## src/rtl/axi_from_mem_pkg.sv

```systemverilog
// Shared AXI4 field constants, channel types and helpers for the mem-to-AXI initiator bridge.
package axi_from_mem_pkg;

  localparam int unsigned AxiAddrWidth = 32;
  localparam int unsigned AxiDataWidth = 64;
  localparam int unsigned AxiIdWidth   = 4;
  localparam int unsigned AxiUserWidth = 1;

  localparam logic [3:0] CacheModifiable = 4'b0010;
  localparam logic [1:0] BurstIncr       = 2'b01;

  function automatic logic [2:0] axi_size(input int unsigned data_width);
    return 3'($clog2(data_width / 8));
  endfunction

  typedef struct packed {
    logic [AxiIdWidth-1:0]   id;
    logic [AxiAddrWidth-1:0] addr;
    logic [7:0]              len;
    logic [2:0]              size;
    logic [1:0]              burst;
    logic                    lock;
    logic [3:0]              cache;
    logic [2:0]              prot;
    logic [3:0]              qos;
    logic [3:0]              region;
    logic [5:0]              atop;
    logic [AxiUserWidth-1:0] user;
  } mem_axi_aw_chan_t;

  typedef struct packed {
    logic [AxiIdWidth-1:0]   id;
    logic [AxiAddrWidth-1:0] addr;
    logic [7:0]              len;
    logic [2:0]              size;
    logic [1:0]              burst;
    logic                    lock;
    logic [3:0]              cache;
    logic [2:0]              prot;
    logic [3:0]              qos;
    logic [3:0]              region;
    logic [AxiUserWidth-1:0] user;
  } mem_axi_ar_chan_t;

  typedef struct packed {
    logic [AxiDataWidth-1:0]   data;
    logic [AxiDataWidth/8-1:0] strb;
    logic                      last;
    logic [AxiUserWidth-1:0]   user;
  } mem_axi_w_chan_t;

  typedef struct packed {
    logic [AxiIdWidth-1:0]   id;
    logic [1:0]              resp;
    logic [AxiUserWidth-1:0] user;
  } mem_axi_b_chan_t;

  typedef struct packed {
    logic [AxiIdWidth-1:0]   id;
    logic [AxiDataWidth-1:0] data;
    logic [1:0]              resp;
    logic                    last;
    logic [AxiUserWidth-1:0] user;
  } mem_axi_r_chan_t;

  typedef struct packed {
    mem_axi_aw_chan_t aw;
    logic             aw_valid;
    mem_axi_w_chan_t  w;
    logic             w_valid;
    logic             b_ready;
    mem_axi_ar_chan_t ar;
    logic             ar_valid;
    logic             r_ready;
  } mem_axi_req_t;

  typedef struct packed {
    logic             aw_ready;
    logic             ar_ready;
    logic             w_ready;
    logic             b_valid;
    mem_axi_b_chan_t  b;
    logic             r_valid;
    mem_axi_r_chan_t  r;
  } mem_axi_rsp_t;

endpackage

```

## src/rtl/axi_from_mem_order_fifo.sv

```systemverilog
// 1-bit FIFO recording the type (1 = write) of each in-flight transaction in issue order.
module axi_from_mem_order_fifo #(
  parameter  int unsigned Depth    = 4,
  localparam int unsigned PtrWidth = (Depth > 1) ? $clog2(Depth) : 1,
  localparam int unsigned CntWidth = $clog2(Depth + 1)
) (
  input  logic                clk_i,
  input  logic                rst_i,
  input  logic                push_i,
  input  logic                data_i,
  input  logic                pop_i,
  output logic                full_o,
  output logic                empty_o,
  output logic                head_o,
  output logic [CntWidth-1:0] usage_o
);

  localparam logic [PtrWidth-1:0] LastPtr  = PtrWidth'(Depth - 1);
  localparam logic [CntWidth-1:0] DepthCnt = CntWidth'(Depth);

  logic [Depth-1:0]    mem_q;
  logic [PtrWidth-1:0] wr_ptr_q, rd_ptr_q;
  logic [CntWidth-1:0] usage_q;
  logic                do_push, do_pop;

  assign full_o  = (usage_q == DepthCnt);
  assign empty_o = (usage_q == '0);
  assign head_o  = mem_q[rd_ptr_q];
  assign usage_o = usage_q;
  assign do_push = push_i && !full_o;
  assign do_pop  = pop_i && !empty_o;

  always_ff @(posedge clk_i or posedge rst_i) begin
    if (rst_i) begin
      mem_q    <= '0;
      wr_ptr_q <= '0;
      rd_ptr_q <= '0;
      usage_q  <= '0;
    end else begin
      if (do_push) begin
        mem_q[wr_ptr_q] <= data_i;
        wr_ptr_q        <= (wr_ptr_q == LastPtr) ? '0 : wr_ptr_q + PtrWidth'(1);
      end
      if (do_pop) begin
        rd_ptr_q <= (rd_ptr_q == LastPtr) ? '0 : rd_ptr_q + PtrWidth'(1);
      end
      case ({do_push, do_pop})
        2'b10:   usage_q <= usage_q + CntWidth'(1);
        2'b01:   usage_q <= usage_q - CntWidth'(1);
        default: usage_q <= usage_q;
      endcase
    end
  end

endmodule

```

## src/rtl/axi_from_mem_initiator.sv

```systemverilog
// Bridges a req/gnt/rvalid memory port onto single-beat AXI4 transactions,
// returning read and write responses strictly in request order.
module axi_from_mem_initiator
  import axi_from_mem_pkg::*;
#(
  parameter int unsigned AddrWidth      = 32,
  parameter int unsigned DataWidth      = 64,
  parameter int unsigned IdWidth        = 4,
  parameter int unsigned MaxOutstanding = 4,
  parameter type         axi_req_t      = mem_axi_req_t,
  parameter type         axi_rsp_t      = mem_axi_rsp_t
) (
  input  logic                   clk_i,
  input  logic                   rst_i,
  input  logic                   mem_req_i,
  output logic                   mem_gnt_o,
  input  logic [AddrWidth-1:0]   mem_addr_i,
  input  logic                   mem_we_i,
  input  logic [DataWidth-1:0]   mem_wdata_i,
  input  logic [DataWidth/8-1:0] mem_strb_i,
  output logic                   mem_rvalid_o,
  output logic [DataWidth-1:0]   mem_rdata_o,
  output logic                   mem_err_o,
  output axi_req_t               axi_req_o,
  input  axi_rsp_t               axi_rsp_i
);

  localparam int unsigned         CntWidth = $clog2(MaxOutstanding + 1);
  localparam logic [CntWidth-1:0] MaxCnt   = CntWidth'(MaxOutstanding);

  logic                   ar_valid_q, aw_valid_q, w_valid_q;
  logic [AddrWidth-1:0]   ar_addr_q, aw_addr_q;
  logic [DataWidth-1:0]   w_data_q;
  logic [DataWidth/8-1:0] w_strb_q;
  logic [CntWidth-1:0]    cnt_q;

  logic gnt, r_ready, b_ready, r_hs, b_hs, rsp_hs;
  logic fifo_full, fifo_empty, fifo_head;
  logic [CntWidth-1:0] fifo_usage;

  // Target registers must already be empty: a slot freed this cycle is reused next cycle.
  assign gnt = !rst_i && mem_req_i && (cnt_q < MaxCnt) &&
               (mem_we_i ? (!aw_valid_q && !w_valid_q) : !ar_valid_q);
  assign mem_gnt_o = gnt;

  assign r_ready = !fifo_empty && !fifo_head;
  assign b_ready = !fifo_empty &&  fifo_head;
  assign r_hs    = axi_rsp_i.r_valid && r_ready;
  assign b_hs    = axi_rsp_i.b_valid && b_ready;
  assign rsp_hs  = r_hs || b_hs;

  assign mem_rvalid_o = rsp_hs;
  assign mem_rdata_o  = r_hs ? axi_rsp_i.r.data : '0;
  assign mem_err_o    = (r_hs && axi_rsp_i.r.resp[1]) || (b_hs && axi_rsp_i.b.resp[1]);

  always_ff @(posedge clk_i or posedge rst_i) begin
    if (rst_i) begin
      ar_valid_q <= 1'b0;
      aw_valid_q <= 1'b0;
      w_valid_q  <= 1'b0;
      ar_addr_q  <= '0;
      aw_addr_q  <= '0;
      w_data_q   <= '0;
      w_strb_q   <= '0;
      cnt_q      <= '0;
    end else begin
      if (gnt && !mem_we_i) begin
        ar_valid_q <= 1'b1;
        ar_addr_q  <= mem_addr_i;
      end else if (axi_rsp_i.ar_ready) begin
        ar_valid_q <= 1'b0;
      end
      if (gnt && mem_we_i) begin
        aw_valid_q <= 1'b1;
        aw_addr_q  <= mem_addr_i;
        w_valid_q  <= 1'b1;
        w_data_q   <= mem_wdata_i;
        w_strb_q   <= mem_strb_i;
      end else begin
        if (axi_rsp_i.aw_ready) aw_valid_q <= 1'b0;
        if (axi_rsp_i.w_ready)  w_valid_q  <= 1'b0;
      end
      case ({gnt, rsp_hs})
        2'b10:   cnt_q <= cnt_q + CntWidth'(1);
        2'b01:   cnt_q <= cnt_q - CntWidth'(1);
        default: cnt_q <= cnt_q;
      endcase
    end
  end

  always_comb begin
    axi_req_o             = '0;
    axi_req_o.aw.addr     = aw_addr_q;
    axi_req_o.aw.size     = axi_size(DataWidth);
    axi_req_o.aw.burst    = BurstIncr;
    axi_req_o.aw.cache    = CacheModifiable;
    axi_req_o.aw_valid    = aw_valid_q;
    axi_req_o.w.data      = w_data_q;
    axi_req_o.w.strb      = w_strb_q;
    axi_req_o.w.last      = 1'b1;
    axi_req_o.w_valid     = w_valid_q;
    axi_req_o.b_ready     = b_ready;
    axi_req_o.ar.addr     = ar_addr_q;
    axi_req_o.ar.size     = axi_size(DataWidth);
    axi_req_o.ar.burst    = BurstIncr;
    axi_req_o.ar.cache    = CacheModifiable;
    axi_req_o.ar_valid    = ar_valid_q;
    axi_req_o.r_ready     = r_ready;
  end

  axi_from_mem_order_fifo #(
    .Depth (MaxOutstanding)
  ) i_order_fifo (
    .clk_i   (clk_i),
    .rst_i   (rst_i),
    .push_i  (gnt),
    .data_i  (mem_we_i),
    .pop_i   (rsp_hs),
    .full_o  (fifo_full),
    .empty_o (fifo_empty),
    .head_o  (fifo_head),
    .usage_o (fifo_usage)
  );

  logic unused_sig;
  assign unused_sig = ^{fifo_full, axi_rsp_i.r.id, axi_rsp_i.r.user, axi_rsp_i.r.resp[0],
                        axi_rsp_i.b.id, axi_rsp_i.b.user, axi_rsp_i.b.resp[0], IdWidth[0]};

`ifndef SYNTHESIS
  assert property (@(posedge clk_i) disable iff (rst_i)
                   (axi_rsp_i.r_valid || axi_rsp_i.b_valid) |-> !fifo_empty)
    else $error("response valid with no transaction in flight");
  assert property (@(posedge clk_i) disable iff (rst_i) axi_rsp_i.r_valid |-> axi_rsp_i.r.last)
    else $error("rlast low on a single-beat read");
  assert property (@(posedge clk_i) disable iff (rst_i) cnt_q == fifo_usage)
    else $error("outstanding count disagrees with order FIFO occupancy");
`endif

endmodule

```

## config.mk

```make
export PLATFORM = sky130hd
export DESIGN_NAME = axi_from_mem_initiator
export DESIGN_NICKNAME = d
export VERILOG_FILES = /design/src/rtl/axi_from_mem_pkg.sv /design/src/rtl/axi_from_mem_order_fifo.sv /design/src/rtl/axi_from_mem_initiator.sv
export SDC_FILE = /design/constraint.sdc
export NUM_CORES = 1
export LEC_CHECK = 0
export ABC_AREA = 0
export CORE_AREA = 2 2 186 188
export DETAILED_ROUTE_END_ITERATION = 8
export DIE_AREA = 0 0 188 190
export HOLD_SLACK_MARGIN = 0.03
export PLACE_DENSITY = 0.54
export SLEW_MARGIN = 15
export SYNTH_ARGS = -nofsm -noshare
export SYNTH_HDL_FRONTEND = slang
export SYNTH_SLANG_ARGS = --single-unit
```

## constraint.sdc

```tcl
create_clock -name clk_i -period 6.1 [get_ports clk_i]
set_input_delay 1.83 -clock clk_i [delete_from_list [all_inputs] [get_ports clk_i]]
set_output_delay 1.83 -clock clk_i [all_outputs]
set_load 0.02 [all_outputs]
```

==> summary.txt <==
Crit Path Category: in2out
P_leak: 0.00512 µW
crit path launch type: input port
Avg Vias per Cell: 3.68
maximum vdd drop: 263 µV
row cnt: 68
outcome: finished, final reports clean
clock latency on the worst-skew pair: 0.43 ns
Post-Syn Area: 7240 µm²
grt ovf: 0
Hold Path Depth: 1
ANT nets after route: 0
combinational share of power: 53.0%
CTS Hold Buffers Added: 0
Routed wire per std cell: 15.5 µm
Post-Synth Simple-Gate Area: 7.10%
top_reg_cell synth: dfrtp_1
Power Internal: 3850 µW
post-synthesis mux area share: 25.4%
final hold slack: 0.476 ns
Synth Area in XOR/XNOR: 0.726%
Synth Area in Compound Gates: 1.17%
CTS tree: built
Top Ports: 476
most frequent cells in the layout: 386 x clkdlybuf4s50_1, 153 x dfrtp_1, 104 x mux2_2
clock buffer depth: 2
crit path time final: 5.55 ns
commonest non-fill, non-tap cell in the layout: clkdlybuf4s50_1
nets: 1,110
setup bufs post-CTS: 0
RR Endpoint: cnt_q[2]
Net Sw Power: 2260 µW
Switching Share: 37.0%
Core ar.: 33,900 µm²
adder-cell share of the synthesized area: 1.76%
Syn. warnings: 0
Max Transition Viols Final: 0
WHS Endpoint: cnt_q[0]
drt drc: 0
Max-Cap Viols: 0
Worst-Margin Slew: 1.16 ns
Non-Filler Instances: 1,376
final hold vios: 0
RSZ-0062 raised after global routing: false
Period Utilization, post-route: 91.0%
pwr dens: 514 nW/µm²
Seq pwr share: 29.4%
r2r startpoint: i_order_fifo.rd_ptr_q[0]
worst hold start: cnt_q[0]
required time worst endpoint: 4.27 ns
Die Y: 190 µm
PortBufs: 386
placed cells: 1,345
Hold Path Class: reg2reg
CTS clk-pin slew, worst paths: 0.07 ns
Post-Route Skew: 0.0109 ns
post-synth cell types: 34
1st-iter DRT viols: 140
CTS root buf: clkbuf_16
R2R setup slack: 3.58 ns
share of layout cells above drive strength 1: 20.4%
Cells after Synth: 525
wire length of the first global-routing pass: 32.0 mm
initial core utilization: 21.3%
Routed WL: 21.3 mm
area grow syn2layout: 64.0%
Clk pwr share: 17.6%
register area share after synthesis: 52.9%
largest family of logic cells by synthesized area: multiplexers
CTS sink count: 153
Slew HR: 22.4%
Final setup violation count: 0
clock buffer count from CTS: 17
ant diodes: 0
Critical Path AT: 3.72 ns
Reg area: 3830 µm²
synthesized area per cell: 13.8 µm²
post-cts sizing count: 0
Max Clk Rate: 180 MHz
multi-input logic area: 2920 µm²
Fillers: 3,377
post-layout util: 35.0%
initial antenna violation count: 0
via count of the first global-routing pass: 5,302
hpwl dp: 16.2 mm
chip width: 188 µm
DIE AREA: 35,700 µm²
vias: 5,062
Register-to-Register Path Depth: 8
FFs w/ async S/R, synth: 100%
largest net degree at the start of global routing: 107
Post-synth EDFFs: 0
critical path endpoint category: output port
Crit Path Max Fanout: 35
Seq cells post-synth: 153
Placer Congestion: 0.669
H-tree Lvls: 4
number of iterations in the first detailed-routing pass: 4
Setup Total Neg Slack: 0 ns
gr usage total: 11.8%
[sequential cells by signal (all words and copies together), names as in the netlist]
signal                 count
w_strb_q                   8
i_order_fifo.rd_ptr_q      2
ar_addr_q                 32
aw_valid_q                 1
i_order_fifo.wr_ptr_q      2
w_valid_q                  1
w_data_q                  64
cnt_q                      3
i_order_fifo.usage_o       3
aw_addr_q                 32
i_order_fifo.mem_q         4
ar_valid_q                 1
[critical path, cell delays in order]
cell and delay (ns):
clkdlybuf4s50_1 0.48, o31ai_1 0.17, nor2_4 0.15, buf_4 0.28, and2_1 0.18, clkdlybuf4s50_1 0.60
[area by class of cell]
class | instances | share of cell area [%]
clock inverters | 14 | 1.36
well taps | 455 | 4.79
repair buffers | 392 | 33.0
clock buffers | 17 | 3.58
inverters | 13 | 0.453
multi-input cells | 332 | 24.6
flip-flops and latches | 153 | 32.2
[through the flow]
step | total power [µW] | area (µm²) | setup slack [ns]
2_1_floorplan | 3560 | 7520 | 0.149
3_3_place_gp | 5070 | 11300 | 0.543
3_5_place_dp | 5090 | 11300 | 0.512
4_1_cts | 6210 | 11900 | 0.507
5_1_grt | 6480 | 11900 | 0.409
6_report | 6110 | 11900 | 0.547
[layer usage]
| metal | part of all wire (%) | up-vias | track usage, % |
|---|---|---|---|
| met5 | 0 | - | 0 |
| met3 | 9.5 | 15 | 5.29 |
| li1 | - | 2365 | - |
| met2 | 51 | 259 | 20.6 |
| met4 | 1.2 | 0 | 3.48 |
| met1 | 38 | 2423 | 13.0 |
[power by group through the flow]
| stage | sequential (µW) | combinational (µW) | clock (µW) |
|---|---|---|---|
| 2_1_floorplan | 2350 | 1210 | 0 |
| 3_3_place_gp | 1800 | 3270 | 0 |
| 3_5_place_dp | 1810 | 3280 | 0 |
| 4_1_cts | 1800 | 3290 | 1120 |
| 5_1_grt | 1870 | 3450 | 1160 |
| 6_report | 1800 | 3240 | 1080 |
[cells in the mapped netlist (2+ instances only)]
cell	instances	share of area (%)
conb_1	2	0.10
o2111ai_1	4	0.48
o31ai_1	2	0.21
dfrtp_1	153	53
mux2_2	104	16
o21ai_0	3	0.21
ha_1	7	1.2
buf_6	5	0.78
mux2i_1	3	0.41
mux2_4	38	7.9
mux2_1	2	0.31
nor3b_4	2	0.52
xor2_1	4	0.48
and2_1	64	5.5
clkbuf_2	6	0.41
fa_1	2	0.55
buf_2	9	0.62
inv_1	13	0.67
nor2_1	6	0.31
xnor2_1	2	0.24
buf_4	81	8.4
[cell families after synthesis]
family / count (synthesis)
AOI/OAI and AO/OA: 12
xor gates and xnor gates: 6
adders and majority gates: 9
buffers and inverters: 114
DFF: 153
muxes: 149
other: 2
and+or+nand+nor: 80
[worst max-delay path by stage]
stage	startpoint	endpoint	cells after the start
2_1_floorplan	rst_i	ar_addr_q[0]	1
3_3_place_gp	axi_rsp_i[72]	mem_rdata_o[42]	6
3_5_place_dp	axi_rsp_i[72]	mem_rdata_o[42]	6
4_1_cts	axi_rsp_i[72]	mem_rdata_o[42]	6
5_1_grt	axi_rsp_i[72]	mem_rdata_o[6]	6
6_report	axi_rsp_i[72]	mem_rdata_o[42]	6
No activity file was read; power rests on OpenSTA's default activity.
